**config.mk**
```make
export PLATFORM = sky130hd
export DESIGN_NAME = alu_iter
export DESIGN_NICKNAME = d
export VERILOG_FILES = /design/src/rtl/alu_pkg.sv /design/src/rtl/alu_shifter.sv /design/src/rtl/alu_iter.sv
export SDC_FILE = /design/constraint.sdc
export NUM_CORES = 1
export LEC_CHECK = 0
export CAP_MARGIN = 10
export CORE_MARGIN = 2
export CORE_UTILIZATION = 54
export CTS_BUF_LIST = sky130_fd_sc_hd__clkbuf_4 sky130_fd_sc_hd__clkbuf_8
export CTS_CLUSTER_DIAMETER = 60
export DETAILED_ROUTE_END_ITERATION = 16
export PLACE_DENSITY = 0.86
export SLEW_MARGIN = 20
export SYNTH_ARGS = -nofsm -noshare
export SYNTH_HDL_FRONTEND = slang
export SYNTH_SLANG_ARGS = --single-unit
```
**constraint.sdc**
```tcl
create_clock -name clk -period 2.83 [get_ports clk]
set_clock_uncertainty 0.15 [all_clocks]
set_input_delay 0.849 -clock clk [delete_from_list [all_inputs] [get_ports clk]]
set_output_delay 0.849 -clock clk [all_outputs]
set_load 0.1 [all_outputs]
```
**src/rtl/alu_pkg.sv**
```systemverilog
// Shared ALU definitions: AluOp encoding {funct7[5], funct3}, FSM states, op helpers.
package alu_pkg;

    typedef enum logic [3:0] {
        ALU_ADD  = 4'b0000,
        ALU_SLL  = 4'b0001,
        ALU_SLT  = 4'b0010,
        ALU_SLTU = 4'b0011,
        ALU_XOR  = 4'b0100,
        ALU_SRL  = 4'b0101,
        ALU_OR   = 4'b0110,
        ALU_AND  = 4'b0111,
        ALU_SUB  = 4'b1000,
        ALU_SRA  = 4'b1101
    } aluOpE;

    typedef enum logic [1:0] {
        ST_IDLE  = 2'd0,
        ST_SHIFT = 2'd1,
        ST_DONE  = 2'd2
    } stateE;

    function automatic logic isShiftOp(input logic [3:0] op);
        return (op == ALU_SLL) || (op == ALU_SRL) || (op == ALU_SRA);
    endfunction

endpackage

```
**src/rtl/alu_shifter.sv**
```systemverilog
// Iterative one-bit-per-cycle shifter with start/busy/done; only used when
// ALU_BARREL_SHIFT_EN is undefined.
module alu_shifter #(
    parameter int WIDTH = 32
) (
    input  logic                       clk,
    input  logic                       rst,
    input  logic                       start,
    input  logic [WIDTH-1:0]           din,
    input  logic [$clog2(WIDTH)-1:0]   amount,
    input  logic                       shiftLeft,
    input  logic                       arith,
    output logic                       busy,
    output logic                       done,
    output logic [WIDTH-1:0]           result
);
    localparam int SHW = $clog2(WIDTH);

    logic [WIDTH-1:0] work;
    logic [SHW-1:0]   cnt;
    logic             leftR;
    logic             arithR;
    logic [WIDTH-1:0] step;

    // One-bit move of the working register; SRA replicates the sign bit.
    always_comb begin
        step = '0;
        if (leftR) step = {work[WIDTH-2:0], 1'b0};
        else       step = {arithR & work[WIDTH-1], work[WIDTH-1:1]};
    end

    always_ff @(posedge clk or posedge rst) begin
        if (rst) begin
            work   <= '0;
            cnt    <= '0;
            leftR  <= 1'b0;
            arithR <= 1'b0;
        end else if (start) begin
            work   <= din;
            cnt    <= amount;
            leftR  <= shiftLeft;
            arithR <= arith;
        end else if (cnt != '0) begin
            work <= step;
            cnt  <= cnt - 1'b1;
        end
    end

    // done marks the cycle whose edge performs the final shift; result is that value.
    assign busy   = (cnt != '0);
    assign done   = (cnt == SHW'(1));
    assign result = step;

endmodule

```
**src/rtl/alu_iter.sv**
```systemverilog
// Handshaked multi-cycle ALU. Define ALU_BARREL_SHIFT_EN for single-cycle
// barrel shifts; otherwise shifts iterate one bit per cycle in alu_shifter.
module alu_iter
    import alu_pkg::*;
#(
    parameter int WIDTH = 32
) (
    input  logic             clk,
    input  logic             rst,
    input  logic             in_valid,
    output logic             in_ready,
    input  logic [WIDTH-1:0] A,
    input  logic [WIDTH-1:0] B,
    input  logic [3:0]       AluOp,
    output logic             out_valid,
    input  logic             out_ready,
    output logic [WIDTH-1:0] S,
    output logic             illegal
);
    localparam int SHW = $clog2(WIDTH);

    // Handshake: a transfer happens on an edge where valid and ready are both
    // high; in_ready/out_valid are registered and only change on clock edges.
    stateE            state;
    aluOpE            op;
    logic [SHW-1:0]   amt;
    logic             accept;
    logic [WIDTH-1:0] shlRes;
    logic [WIDTH-1:0] shrRes;
    logic [WIDTH-1:0] sraRes;
    logic [WIDTH-1:0] aluRes;
    logic             aluIll;

    assign op     = aluOpE'(AluOp);
    assign amt    = B[SHW-1:0];
    assign accept = (state == ST_IDLE) && in_valid;

`ifdef ALU_BARREL_SHIFT_EN
    assign shlRes = A << amt;
    assign shrRes = A >> amt;
    assign sraRes = WIDTH'($signed(A) >>> amt);
`else
    // Only reached here for amount 0; non-zero amounts go through alu_shifter.
    assign shlRes = A;
    assign shrRes = A;
    assign sraRes = A;

    logic             shStart;
    logic             shBusy;
    logic             shDone;
    logic [WIDTH-1:0] shNext;

    assign shStart = accept && isShiftOp(AluOp) && (amt != '0);

    alu_shifter #(.WIDTH(WIDTH)) uShifter (
        .clk       (clk),
        .rst       (rst),
        .start     (shStart),
        .din       (A),
        .amount    (amt),
        .shiftLeft (op == ALU_SLL),
        .arith     (op == ALU_SRA),
        .busy      (shBusy),
        .done      (shDone),
        .result    (shNext)
    );
`endif

    always_comb begin
        aluRes = '0;
        aluIll = 1'b0;
        case (op)
            ALU_ADD:  aluRes = A + B;
            ALU_SUB:  aluRes = A - B;
            ALU_SLL:  aluRes = shlRes;
            ALU_SLT:  aluRes = {{(WIDTH-1){1'b0}}, $signed(A) < $signed(B)};
            ALU_SLTU: aluRes = {{(WIDTH-1){1'b0}}, A < B};
            ALU_XOR:  aluRes = A ^ B;
            ALU_SRL:  aluRes = shrRes;
            ALU_SRA:  aluRes = sraRes;
            ALU_OR:   aluRes = A | B;
            ALU_AND:  aluRes = A & B;
            default:  aluIll = 1'b1;
        endcase
    end

    always_ff @(posedge clk or posedge rst) begin
        if (rst) begin
            state     <= ST_IDLE;
            in_ready  <= 1'b1;
            out_valid <= 1'b0;
            S         <= '0;
            illegal   <= 1'b0;
        end else begin
            case (state)
                ST_IDLE: begin
                    if (accept) begin
                        in_ready <= 1'b0;
`ifndef ALU_BARREL_SHIFT_EN
                        if (shStart) begin
                            state <= ST_SHIFT;
                        end else
`endif
                        begin
                            state     <= ST_DONE;
                            out_valid <= 1'b1;
                            S         <= aluRes;
                            illegal   <= aluIll;
                        end
                    end
                end
`ifndef ALU_BARREL_SHIFT_EN
                ST_SHIFT: begin
                    if (shBusy && shDone) begin
                        state     <= ST_DONE;
                        out_valid <= 1'b1;
                        S         <= shNext;
                        illegal   <= 1'b0;
                    end
                end
`endif
                ST_DONE: begin
                    if (out_ready) begin
                        state     <= ST_IDLE;
                        out_valid <= 1'b0;
                        in_ready  <= 1'b1;
                    end
                end
                default: begin
                    state     <= ST_IDLE;
                    out_valid <= 1'b0;
                    in_ready  <= 1'b1;
                end
            endcase
        end
    end

endmodule

```
==> PnR_summary.wiki, run 1 <==
{| class="wikitable"
! Metric !! Value
|-
| Run status || aborted with a tool error
|-
| Last step reached || global routing
|-
| First reported error || [ERROR GRT-0232] Routing congestion too high. Check the congestion heatmap in the GUI.
|-
| Synth async-reset ratio || 100%
|-
| Commonest cells in the synthesized netlist || sky130_fd_sc_hd__a21oi_1 (107), sky130_fd_sc_hd__nand2_1 (107), sky130_fd_sc_hd__ha_1 (106), sky130_fd_sc_hd__inv_1 (89), sky130_fd_sc_hd__o21ai_0 (88)
|-
| Count of cell types in the netlist || between 80 and 90
|-
| Yosys top cell by area || sky130_fd_sc_hd__dfrtp_1
|-
| Setup slack after placement || -1.40 ns
|-
| Max H-tree Level || 3
|-
| Avg Cell Area, Syn || approximately 7.6 um^2
|-
| Largest net degree at the start of global routing || 36
|-
| Post-synth EDFFs || 0
|-
| Area fraction of the dominant cell type after synthesis || about a fifth
|-
| Count of mapped cells out of synthesis || 1192
|-
| Gr ovfl total || between 200 and 300
|-
| Floorplan die width || ~130 um
|-
| Quantity of hold-fixing buffers added after cts || 0
|-
| Post-synthesis adder-cell area fraction || between 10% and 20%
|-
| Initial core utilization || a little over half
|-
| Count of input and output buffers || about 110
|-
| Site row count || between 40 and 50
|-
| Maximum clock insertion buffer count || 2
|-
| Cells taking the most area after synthesis || sky130_fd_sc_hd__dfrtp_1 (21%), sky130_fd_sc_hd__ha_1 (15%), sky130_fd_sc_hd__a21oi_1 (5.9%), sky130_fd_sc_hd__o21ai_0 (4.9%), sky130_fd_sc_hd__nand2_1 (4.5%)
|-
| Area share of xor/xnor cells in the synthesized design || 1.75%
|-
| Fraction of synthesized area in multiplexers || 4.24%
|-
| Cell area after synthesis || 9020 um^2
|-
| Sinks on Clock Net || between 70 and 80
|-
| CTS Root Cell || sky130_fd_sc_hd__clkbuf_8
|-
| Number of warnings printed during yosys synthesis || 0
|-
| Proportion of synthesized chip area in sequential cells || a little over a fifth
|-
| CTS buffer count || 9
|-
| Synthesis-stage register bit count || 76
|-
| Routability Congestion || about 1.1
|-
| Number of I/O pins || 107
|-
| Combinational family with the most area after synthesis || compound AO/OA/AOI/OAI gates
|-
| Most used flip-flop cell after synthesis || sky130_fd_sc_hd__dfrtp_1
|-
| Syn Nets || approximately 1400
|-
| Inst Count DP || approximately 1800
|-
| Simple-gate share of the synthesized area || 15.5%
|-
| Overall Global Routing Usage || 89.3%
|-
| Die Y || ~130 um
|-
| Area fraction in compound gates after synthesis || about a third
|-
| Post-detailed-placement half-perimeter wirelength || 28900 um
|}
stage by stage:
stage	hold slack, ns	cell area, um^2	utilization (%)
after CTS	0.344	14300	86.6
after global placement	0.312	13100	79.4
after floorplan	0.362	9640	-
after detailed placement	0.323	13100	79.4
what timing repair did:
item / in CTS
hold endpoints to repair: 0
setup buffers: 40
resized for setup: 263
pin swaps: 112
endpoints found under the setup margin: 32
cell families after synthesis:
group	after synthesis
compound gates	462
simple gates	305
buf+inv	185
fa+ha+maj	108
flops	76
mux	38
xor+xnor	18
layer usage:
layer / overflow / GRT usage (%)
met1: 17 / 88.8
met2: 127 / 98.8
met3: 11 / 80.6
met4: 98 / 92.5
met5: 5 / 51.1
==> run 2, diff against run 1 <==
--- a/config.mk
+++ b/config.mk
@@ -7,11 +7,9 @@
 export LEC_CHECK = 0
 export CAP_MARGIN = 10
 export CORE_MARGIN = 2
-export CORE_UTILIZATION = 54
-export CTS_BUF_LIST = sky130_fd_sc_hd__clkbuf_4 sky130_fd_sc_hd__clkbuf_8
-export CTS_CLUSTER_DIAMETER = 60
+export CORE_UTILIZATION = 40
 export DETAILED_ROUTE_END_ITERATION = 16
-export PLACE_DENSITY = 0.86
+export PLACE_DENSITY_LB_ADDON = 0.15
 export SLEW_MARGIN = 20
 export SYNTH_ARGS = -nofsm -noshare
 export SYNTH_HDL_FRONTEND = slang
==> constraint.sdc (replaced) <==
create_clock -name clk -period 3.7 [get_ports clk]
set_clock_uncertainty 0.15 [all_clocks]
set_input_delay 1.11 -clock clk [delete_from_list [all_inputs] [get_ports clk]]
set_output_delay 1.11 -clock clk [all_outputs]
set_load 0.1 [all_outputs]
==> run 2 against run 1 <==
Net effect:
- area after synthesis unchanged
- the flow now finishes, with violations (setup timing)
- synthesized cell count unchanged
==> PnR_summary.wiki, run 2 <==
{| class="wikitable"
! Metric !! Value
|-
| Area fraction in compound gates after synthesis || 34.3% (unchanged)
|-
| Die Y || 154 um (was 133 um)
|-
| Share of cells above drive strength 1 || a little over a third
|-
| Placeable Area || about 22000 um^2
|-
| Fmax || between 200 and 300 MHz
|-
| Initial core utilization || 41.1% (was 54.8%)
|-
| Avg Cell Area, Syn || 7.57 um^2 (unchanged)
|-
| Combinational family with the most area after synthesis || compound AO/OA/AOI/OAI gates (unchanged)
|-
| Run status || finished, violations left (was aborted with a tool error)
|-
| Area added between synthesis and finish || 52.9%
|-
| Final setup violation count || 2
|-
| Leading registers by flop count || S (32), uShifter.work (32), uShifter.cnt (5)
|-
| Total power || 7060 uW
|-
| Final Net Count || between 1500 and 2000
|-
| Cell Pwr Density || 511 nW/um^2
|-
| Area fraction of the dominant cell type after synthesis || 20.8% (unchanged)
|-
| Post-synth EDFFs || 0 (unchanged)
|-
| Number of vias after detailed routing || between 10000 and 15000
|-
| Post-route fraction of the period consumed by the critical path || 105%
|-
| Cell area after synthesis || 9020 um^2 (unchanged)
|-
| Total DRC errors in the routed layout || 0
|-
| Final wirelength || between 30000 and 40000 um
|-
| Sinks on Clock Net || 76 (unchanged)
|-
| Minimum period implied by the final worst setup slack || ~3.9 ns
|-
| Area share of xor/xnor cells in the synthesized design || 1.75% (unchanged)
|-
| Antenna Cells || 0
|-
| Routed WL per cell || roughly 20 um
|-
| Required time worst endpoint || around 3.8 ns
|-
| Count of input and output buffers || 106 (unchanged)
|-
| Count of max-cap constraint violations || 0
|-
| Highest-count cells in the layout ignoring fill and taps || sky130_fd_sc_hd__buf_4 (351), sky130_fd_sc_hd__nand2_1 (103), sky130_fd_sc_hd__a21oi_1 (97), sky130_fd_sc_hd__o21ai_0 (85), sky130_fd_sc_hd__nor2_1 (82)
|-
| Vias per cell || between 5 and 6
|-
| Number of warnings printed during yosys synthesis || 0 (unchanged)
|-
| Critical Path End Type || register
|-
| Synth async-reset ratio || 100% (unchanged)
|-
| Arr. time, crit path || about 4.0 ns
|-
| Max H-tree Level || 3 (unchanged)
|-
| Count of cell types in the netlist || 82 (unchanged)
|-
| Number of hold violations in the final report || 0
|-
| CP peak stage delay || 0.51 ns
|-
| Number of routed nets with antenna violations || 0
|-
| Number of global-route vias before repair || around 11000
|-
| Floorplan die width || 154 um (was 133 um)
|-
| Max stage delay cell, worst path || sky130_fd_sc_hd__or4b_1
|-
| First drt pass iteration count || 5
|-
| Maximum clock insertion buffer count || 2 (unchanged)
|-
| Chain of cells forming the critical path || buf_6 -> buf_6 -> ha_4 -> fa_2 -> a211oi_4 -> o21bai_4 -> a2111oi_4 -> o21ai_2 -> a31oi_2 -> nand2_2 -> a311oi_2 -> o21ai_2 -> or4b_1 -> a311oi_1
|-
| Class of the worst hold path || register to register
|-
| Final worst setup slack || -0.171 ns
|-
| Slew Viols, Final || 0
|-
| Critical Setup Path Class || input pin to register
|-
| Utilization of the core after routing || a little over three fifths
|-
| Site row count || 54 (was 47)
|-
| Summed area of non-filler cells in the final layout || around 14000 um^2
|-
| Number of DRC violations after detailed-routing iteration 0 || about 1000
|-
| Syn Nets || 1372 (unchanged)
|-
| Simple-gate share of the synthesized area || 15.5% (unchanged)
|-
| Synthesis-stage register bit count || 76 (unchanged)
|-
| Count of mapped cells out of synthesis || 1192 (unchanged)
|-
| Max rail drop VDD || 0.407 mV
|-
| Setup slack after placement || -1.00 ns (was -1.40 ns)
|-
| Cells taking the most area after synthesis || sky130_fd_sc_hd__dfrtp_1 (21%), sky130_fd_sc_hd__ha_1 (15%), sky130_fd_sc_hd__a21oi_1 (5.9%), sky130_fd_sc_hd__o21ai_0 (4.9%), sky130_fd_sc_hd__nand2_1 (4.5%) (unchanged)
|-
| Gr ovfl total || 0
|-
| Slew @ Worst Pin || 0.845 ns
|-
| Routability Congestion || 0.979 (was 1.09)
|-
| Most common library cell in the layout ignoring fill and taps || sky130_fd_sc_hd__buf_4
|-
| CTS buffer count || 9 (unchanged)
|-
| Post-synthesis adder-cell area fraction || 15.1% (unchanged)
|-
| Most used flip-flop cell after synthesis || sky130_fd_sc_hd__dfrtp_1 (unchanged)
|-
| Fraction of synthesized area in multiplexers || 4.24% (unchanged)
|-
| Startpoint type of the worst setup path || input pin
|-
| Antenna violations before repair || 0
|-
| Yosys top cell by area || sky130_fd_sc_hd__dfrtp_1 (unchanged)
|-
| Setup slack of the most critical reg-to-reg path || around 0.94 ns
|-
| Overall Global Routing Usage || between 30% and 40%
|-
| Largest net degree at the start of global routing || 52
|-
| Failing checks || setup timing
|-
| Tightest slew margin relative to the limit || between 40% and 50%
|-
| Post-detailed-placement half-perimeter wirelength || 27300 um (was 28900 um)
|-
| Die Footprint || ~24000 um^2
|-
| Clock input transition at the sequential cells of the worst setup and hold paths || 0.07 ns
|-
| Maximum net fanout on the critical path || 3
|-
| Commonest cells in the synthesized netlist || sky130_fd_sc_hd__a21oi_1 (107), sky130_fd_sc_hd__nand2_1 (107), sky130_fd_sc_hd__ha_1 (106), sky130_fd_sc_hd__inv_1 (89), sky130_fd_sc_hd__o21ai_0 (88) (unchanged)
|-
| CTS tree || built
|-
| Area after detailed placement || 12500 um^2 (was 13100 um^2)
|-
| Wire length of the first global-routing pass || 58400 um
|-
| Number of I/O pins || 107 (unchanged)
|-
| Skew-Pair Late Insertion Delay || about 0.36 ns
|-
| Leakage power of the design || 0.00636 uW
|-
| Proportion of synthesized chip area in sequential cells || 21.1% (unchanged)
|-
| Unrepaired setup endpoints after global routing || yes
|-
| CTS Root Cell || sky130_fd_sc_hd__clkbuf_16 (was sky130_fd_sc_hd__clkbuf_8)
|}
## run 2: cell counts after synthesis
No cell type changed its count.
## run 2: stage by stage
step | setup TNS (ns) | hold slack, ns | cells
2_1_floorplan | -0.144 | 0.362 | 1192
3_3_place_gp | -17.22 | 0.312 | 1799
3_5_place_dp | -18.17 | 0.315 | 1799
4_1_cts | -0.659 | 0.332 | 1830
5_1_grt | -0.695 | 0.356 | 1847
6_report | -0.289 | 0.326 | 1847
## run 2: critical path: cells and delay by family
kind | cells | cell delay, ns
AOI/OAI and AO/OA | 8 | 1.51
adders and majority gates | 2 | 0.53
buffers and inverters | 2 | 0.21
and+or+nand+nor | 2 | 0.62
## run 2: metal layers
layer	vias up	part of all wire [%]	track usage (%)
met5	-	0	0
met4	0	3.1	11.9
met3	81	6.3	3.95
met2	421	47	51.6
met1	5100	44	41.3
li1	5125	-	-
## run 2: final cells by class
type	count	area [um^2]
fill	1916	8160
multi-input combinational	931	7280
timing repair buffer	442	3560
sequential	76	1900
inverter	102	389
tap	280	350
clock buffer	10	229
clock inverter	6	88.8
## run 2: path summary, 6_finish.rpt
check                                            startpoint                            end  depth (start not counted)
worst max-delay path                                   A[0]              S[30]$_DFFE_PP0P_                         14
worst min-delay path                       S[4]$_DFFE_PP0P_               S[4]$_DFFE_PP0P_                          1
worst max register to register  uShifter.cnt[2]$_DFFE_PP0P_              S[30]$_DFFE_PP0P_                         11
worst min register to register             S[4]$_DFFE_PP0P_               S[4]$_DFFE_PP0P_                          1
max in group asynchronous                               rst  uShifter.work[14]$_DFFE_PP0P_                          3
min in group asynchronous                               rst           state[1]$_DFFE_PP0P_                          2
## run 2: cells by family after synthesis
logic type,Yosys count
xor+xnor,18
mux,38
simple gates,305
buf+inv,185
flops,76
compound gates,462
fa+ha+maj,108
## run 2: report_power, final
group | leakage, uW | internal, uW | switching (uW)
registers | 0.000936 | 1230 | 364
logic | 0.00528 | 1530 | 2910
clock network | 0.000149 | 594 | 432
## run 2: what timing repair did
| action | 4_1_cts | 5_1_grt |
|---|---|---|
| resized for setup | 163 | 106 |
| setup endpoints to repair | 25 | 20 |
| buffers inserted | 16 | 17 |
| pin swaps | 47 | 60 |
| hold buffers | 0 | 0 |
Note: power is estimated with default switching activity, not from simulation.
